$ cat src/rtl/sram_stream_loader.sv
// Streams DATA_WIDTH words into input banks M1 and M3 at consecutive addresses, then raises start for Top.
// Optional running lane-XOR checksum of the loaded image is enabled with `define LOADER_CHECKSUM_EN.
module sram_stream_loader #(
    parameter int DATA_WIDTH = 128,
    parameter int ADDR_WIDTH = 16,
    parameter logic [ADDR_WIDTH-1:0] BASE_ADDR = '0
) (
    input  logic                  clock,
    input  logic                  reset,
    input  logic                  load_req,
    input  logic [ADDR_WIDTH-1:0] load_len,
    input  logic                  in_valid,
    input  logic [DATA_WIDTH-1:0] in_data,
    output logic                  in_ready,
    output logic                  M1_WriteEnable,
    output logic [ADDR_WIDTH-1:0] M1_WriteAddress,
    output logic [DATA_WIDTH-1:0] M1_WriteBus,
    output logic                  M3_WriteEnable,
    output logic [ADDR_WIDTH-1:0] M3_WriteAddress,
    output logic [DATA_WIDTH-1:0] M3_WriteBus,
    output logic                  start,
    output logic                  busy,
    output logic                  load_done,
    output logic [31:0]           checksum
);

    localparam logic [ADDR_WIDTH-1:0] ONE = {{(ADDR_WIDTH-1){1'b0}}, 1'b1};

    typedef enum logic [1:0] {IDLE, LOAD, FLUSH, DONE} state_t;

    state_t                state_q, state_d;
    logic [ADDR_WIDTH-1:0] cnt_q, cnt_d;
    logic [ADDR_WIDTH-1:0] len_q, len_d;
    logic                  rdy_q, rdy_d;
    logic                  we_q, we_d;
    logic [ADDR_WIDTH-1:0] addr_q, addr_d;
    logic [DATA_WIDTH-1:0] bus_q, bus_d;
    logic                  accept;
    logic                  req_ok;

    assign accept = rdy_q && in_valid;
    assign req_ok = load_req && (load_len != '0);

    always_ff @(posedge clock or posedge reset) begin
        if (reset) begin
            state_q <= IDLE;
            cnt_q   <= '0;
            len_q   <= '0;
            rdy_q   <= 1'b0;
            we_q    <= 1'b0;
            addr_q  <= '0;
            bus_q   <= '0;
        end else begin
            state_q <= state_d;
            cnt_q   <= cnt_d;
            len_q   <= len_d;
            rdy_q   <= rdy_d;
            we_q    <= we_d;
            addr_q  <= addr_d;
            bus_q   <= bus_d;
        end
    end

    always_comb begin
        state_d = state_q;
        cnt_d   = cnt_q;
        len_d   = len_q;
        we_d    = 1'b0;
        addr_d  = addr_q;
        bus_d   = bus_q;
        case (state_q)
            IDLE, DONE: begin
                if (req_ok) begin
                    state_d = LOAD;
                    len_d   = load_len;
                    cnt_d   = '0;
                end
            end
            LOAD: begin
                if (accept) begin
                    we_d   = 1'b1;
                    addr_d = BASE_ADDR + cnt_q;
                    bus_d  = in_data;
                    cnt_d  = cnt_q + ONE;
                    if (cnt_q == len_q - ONE) begin
                        state_d = FLUSH;
                    end
                end
            end
            FLUSH:   state_d = DONE;
            default: state_d = IDLE;
        endcase
        // Ready is registered off the next state so it drops right after the final beat.
        rdy_d = (state_d == LOAD);
    end

    assign in_ready        = rdy_q;
    assign M1_WriteEnable  = we_q;
    assign M1_WriteAddress = addr_q;
    assign M1_WriteBus     = bus_q;
    assign M3_WriteEnable  = we_q;
    assign M3_WriteAddress = addr_q;
    assign M3_WriteBus     = bus_q;
    assign start           = (state_q == DONE);
    assign busy            = (state_q == LOAD) || (state_q == FLUSH);
    assign load_done       = (state_q == FLUSH);

`ifdef LOADER_CHECKSUM_EN
    logic [31:0] chk_q, chk_d;

    function automatic logic [31:0] lane_fold(input logic [DATA_WIDTH-1:0] d);
        logic [31:0] f;
        f = '0;
        for (int i = 0; i < DATA_WIDTH / 32; i++) begin
            f = f ^ d[i*32 +: 32];
        end
        return f;
    endfunction

    always_ff @(posedge clock or posedge reset) begin
        if (reset) begin
            chk_q <= '0;
        end else begin
            chk_q <= chk_d;
        end
    end

    always_comb begin
        chk_d = chk_q;
        if (((state_q == IDLE) || (state_q == DONE)) && req_ok) begin
            chk_d = '0;
        end else if (accept) begin
            chk_d = chk_q ^ lane_fold(in_data);
        end
    end

    assign checksum = chk_q;
`else
    assign checksum = 32'h0;
`endif

endmodule

$ cat config.mk
export PLATFORM = sky130hd
export DESIGN_NAME = sram_stream_loader
export DESIGN_NICKNAME = d
export VERILOG_FILES = /design/src/rtl/sram_stream_loader.sv
export SDC_FILE = /design/constraint.sdc
export NUM_CORES = 1
export LEC_CHECK = 0
export ABC_AREA = 0
export BUFFER_PORTS_ARGS = -buffer_cell sky130_fd_sc_hd__buf_4
export CAP_MARGIN = 5
export CORE_AREA = 5 5 179 181
export CTS_CLUSTER_DIAMETER = 80
export DETAILED_ROUTE_END_ITERATION = 12
export DIE_AREA = 0 0 184 186
export PLACE_DENSITY = 0.67
export SYNTH_ARGS = -nofsm -noshare
export SYNTH_HDL_FRONTEND = slang
export SYNTH_SLANG_ARGS = --single-unit
export TNS_END_PERCENT = 50
$ cat constraint.sdc
create_clock -name clock -period 9.2 [get_ports clock]
set_input_delay 0.92 -clock clock [delete_from_list [all_inputs] [get_ports clock]]
set_output_delay 0.92 -clock clock [all_outputs]
set_load 0.05 [all_outputs]
Word level (Yosys, flattened, before mapping)
Index checks and enable logic that the tools add are counted.
- register bits: 180
- latch bits: 0
- RAM bits: 0
- memory bits (read-only): 0
- word-level logic and storage cells: 35
- memories: 0
- $add $sub $neg: 2
- multiply operators: 0
- divide/modulo/power cells: 0
- magnitude comparators: 0
- equality and inequality tests: 7
- shift operators: 0
- muxes and demuxes: 9
- bitwise operators: 0
- reduce and logical (&&, ||, !) cells: 10
- operators with widths (operator ; number):
    $mux W16 ; 2
    $pmux W16 S2 ; 1
    $add A16 B1 Y16 const B ; 1
    $eq A16 B16 Y1 ; 1
    $reduce_bool A16 Y1 ; 1
    $sub A16 B1 Y16 const B ; 1
    $mux W2 ; 3
    $pmux W2 S3 ; 1
    $eq A2 B1 Y1 const B ; 2
    $eq A2 B2 Y1 const B ; 2
    $ne A2 B2 Y1 const B ; 2
    $reduce_and A2 Y1 ; 2
    $reduce_and A3 Y1 ; 1
    $logic_and A1 B1 Y1 ; 2
    $logic_not A2 Y1 ; 1
    $mux W1 ; 2
    $reduce_bool A2 Y1 ; 1
    $reduce_or A2 Y1 ; 1
    $logic_or A1 B1 Y1 ; 1

Longest topological paths before layout
- depth after elaboration: 6
- depth in mapped cells: 11

Worst setup path before layout
OpenSTA, ideal clock, no wires.
- path type: input to register
- start point: in load_len[11]
- end point: reg len_q[0]
- library setup time: 0.125 ns
- arrival: 2.715 ns
- setup slack: 6.360 ns
- stages on the path: 6
- cells stage by stage: or4_1 > o41ai_4 > or2_2 > buf_4 > buf_4 > mux2_2
- longest elaborated chain between the ends: 3
- ends and longest elaborated chain (what ; line ; RTL):
    from (decl) ; 11 ; input logic [ADDR_WIDTH-1:0] load_len,
    $reduce_bool A16 Y1 ; 42 ; assign req_ok = load_req && (load_len != '0);
    $logic_and A1 B1 Y1 ; 42 ;
    $reduce_and A2 Y1 (no source line) ; n/a ;
    to (signal assigned) ; 56 ; len_q <= len_d;
    to (decl) ; 33 ; logic [ADDR_WIDTH-1:0] len_q, len_d;
No other way between the ends.
A chain may end at the register's enable or synchronous reset.

Final worst setup path
- start point: reg state_q[1]
- end point: reg cnt_q[15]
- longest elaborated chain between the ends: 4
- ends and longest elaborated chain (what ; line ; RTL):
    from (decl) ; 31 ; state_t state_q, state_d;
    from (signal assigned) ; 54 ; state_q <= state_d;
    $eq A2 B2 Y1 / $logic_not A2 Y1 (equally long branches) ; 71 ; case (state_q)
    $reduce_or A2 Y1 ; 71 ;
    $ne A2 B2 Y1 (no source line) / $reduce_bool A2 Y1 (equally long branches) ; n/a ;
    $reduce_and A3 Y1 (no source line) ; n/a ;
    to (signal assigned) ; 55 ; cnt_q <= cnt_d;
    to (decl) ; 32 ; logic [ADDR_WIDTH-1:0] cnt_q, cnt_d;
Parallel ways exist; a longest one is shown, timed or not.

==> results.py <==
metrics = {
    "yosys": {
        "synth-edff-count": 0,
        "synth-seq-cells": 180,
        "ys_seq_area_share_pct": 50.77,
        "synth.most_common_cell": "nand2_1",
        "syn_inst": 1007,
        "synthTopCellsByCount": "nand2_1 (445), dfrtp_1 (180), buf_4 (179)",
        "synth_area_um2": 8872,
        "synthFlopType": "dfrtp_1",
        "synth_top_cell_by_area": "dfrtp_1",
        "synth_cell_type_count": 48,
        "synth_area_leaders": "dfrtp_1 (51%), nand2_1 (19%), buf_4 (15%), mux2_2 (2.0%), clkbuf_1 (1.5%)",
        "ys_async_sr_fraction_pct": 100.0,
        "synth_top_area_share_pct": 50.77,
        "syn_avg_cell_area_um2": 8.811,
        "ys.warnings.count": 0,
    },
    "run": {
        "drv_cap": 0,
    },
    "grt": {
        "grt_pass1_vias": 6988,
        "antenna_found_initial": 0,
        "grt_overflow": 0,
        "grt_pass1_wl_mm": 40.43,
        "grtUsageTotal_pct": 15.06,
        "grt_max_degree": 106,
    },
    "placement": {
        "dpl.hpwl_mm": 21.07,
        "dp_slack_ps": 5302,
        "gp_congestion": 0.8485,
        "placedInstanceArea_um2": 11350,
        "port_buffers": 441,
    },
    "floorplan": {
        "pin_count": 474,
        "rows": 64,
        "die_w_um": 184,
        "die_h_um": 186,
        "fp.coreArea_um2": 30270,
        "dieArea_um2": 34220,
        "start_util_pct": 29.31,
    },
    "sta": {
        "setup-violations-final": 0,
        "worstMarginPinSlew_ps": 1017,
        "setup_slack_ps": 5448,
        "holdWs_ps": 508.9,
        "setup_tns_ps": 0,
        "hold_viol": 0,
        "timing.clock.skew_ps": 11.55,
        "fmax_mhz": 266.6,
        "fin_crit_sh_pct": 40.78,
        "relSlewSlack_pct": 31.93,
        "rsz0062_at_grt": "false",
        "final_max_slew_viol_count": 0,
        "layout_min_cycle_time_ps": 3752,
    },
    "setup_path": {
        "path_class": "flop to flop",
        "endpoint_kind": "flop",
        "crit_required_ps": 9470,
        "crit_path_max_fanout": 72,
        "start_kind": "flop",
        "cp_data_arrival_time_ps": 4020,
    },
    "cts": {
        "cts_inserted_buffers": 17,
        "clock_sinks": 180,
        "cts_setup_buffers": 0,
        "cts_tree": "built",
        "cts_max_level": 4,
        "cts.repair.resized": 0,
        "ctsHoldBuffers": 0,
        "clockRootBuffer": "clkbuf_16",
        "clk_pin_slew_worst_paths_ps": 80,
        "clock_latency_ps": 430,
        "clk_path_buf_depth": 2,
    },
    "layout": {
        "drive_above_1_share_pct": 38.73,
        "fillCellCount": 3065,
        "areaGrowthSynthToFinish_pct": 34.37,
        "design_area_um2": 11920,
        "n_antenna_cell": 0,
        "nets": 1436,
    },
    "run_status": {
        "status": "completed",
    },
    "route": {
        "drt_wl_total_mm": 27.76,
        "wl_per_cell_um": 16.40,
        "routed_via_density": 4.301,
        "dr_total_vias": 7277,
        "postRouteAntennaNets": 0,
        "first_pass_iters": 5,
        "drc": 0,
        "first_iter_violations": 389,
    },
    "hold_path": {
        "holdCritPathClass": "flop to flop",
    },
}
## routing by layer
layer / track usage, % / vias to the layer above / share of wire [%]
met5: 0 / - / 0
met4: 4.111 / 0 / 1.5
met3: 2.814 / 19 / 5.9
met2: 26.22 / 270 / 53
met1: 19.26 / 3501 / 40
li1: - / 3487 / -
## flip-flops by register name (all words and copies together), names as in the netlist
| register | count |
|---|---|
| in_ready | 1 |
| state_q | 2 |
| len_q | 16 |
| M1_WriteBus | 128 |
| M1_WriteEnable | 1 |
| cnt_q | 16 |
| M1_WriteAddress | 16 |
## stage by stage
step,utilization (%),instances
final,39.38,1692
after global routing,39.38,1692
after CTS,39.38,1692
after detailed placement,37.49,1660
after global placement,37.49,1660
after floorplan,-,1038
## worst max-delay path: stages, from the launching register on
cell and delay [ps]:
dfrtp_1 450, inv_1 110, ha_1 310, nand3_4 620, inv_4 850, o21ai_0 240, a21oi_2 230, and3_1 350
nand3_1 140, xor2_1 170, nor2_1 60
## path summary, 6_finish.rpt
path | startpoint | end | slack [ps] | cells past startpoint
max in group asynchronous | reset | M1_WriteBus[124] | 7090 | 3
worst min-delay path | M1_WriteBus[28] | M1_WriteBus[28] | 510 | 2
worst max register to register | state_q[1] | cnt_q[15] | 5450 | 10
worst max-delay path | state_q[1] | cnt_q[15] | 5450 | 10
min in group asynchronous | reset | M1_WriteBus[64] | 590 | 2
worst min register to register | M1_WriteBus[28] | M1_WriteBus[28] | 510 | 2
## cell type report
type | instances | area, µm² | share of cell area (%)
sequential | 180 | 4504 | 37.78
multi-input combinational | 631 | 2970 | 24.92
tap | 396 | 495.5 | 4.156
inverter | 9 | 43.79 | 0.3673
clock inverter | 14 | 135.1 | 1.134
timing repair buffer | 444 | 3333 | 27.96
clock buffer | 18 | 439.2 | 3.684
## layout by cell type, fill, tap and decap left out, types with 2 or more instances in the layout
master,n
nor4_1,2
nand3b_1,2
nand3_1,10
or2_2,2
or3_1,5
dfrtp_1,180
nor2_1,18
buf_4,444
nor3_1,5
a2111oi_0,2
xor2_1,15
inv_6,3
nand2_1,445
nor3b_1,2
mux2_2,16
conb_1,32
o21ai_0,6
clkbuf_16,17
clkinv_4,6
xnor2_1,14
ha_1,5
or4_1,4
nor2b_1,3
o22ai_1,3
inv_8,6
a21oi_1,6
and4_1,3
a31oi_1,2
inv_1,7
and3_1,5
nand4_1,5
## kinds of logic after synthesis
| group | share of synthesized area, % |
|---|---|
| compound gates | 2.553 |
| other cells | 0.04227 |
| mux | 2.144 |
| simple gates | 23.72 |
| fa+ha+maj | 0.7051 |
| flops | 50.77 |
| xor+xnor | 2.863 |
| buf+inv | 17.20 |
Power is left out: the tool's default activity adds up to more than one toggle a clock period on the data nets, which glitch-free logic cannot reach.
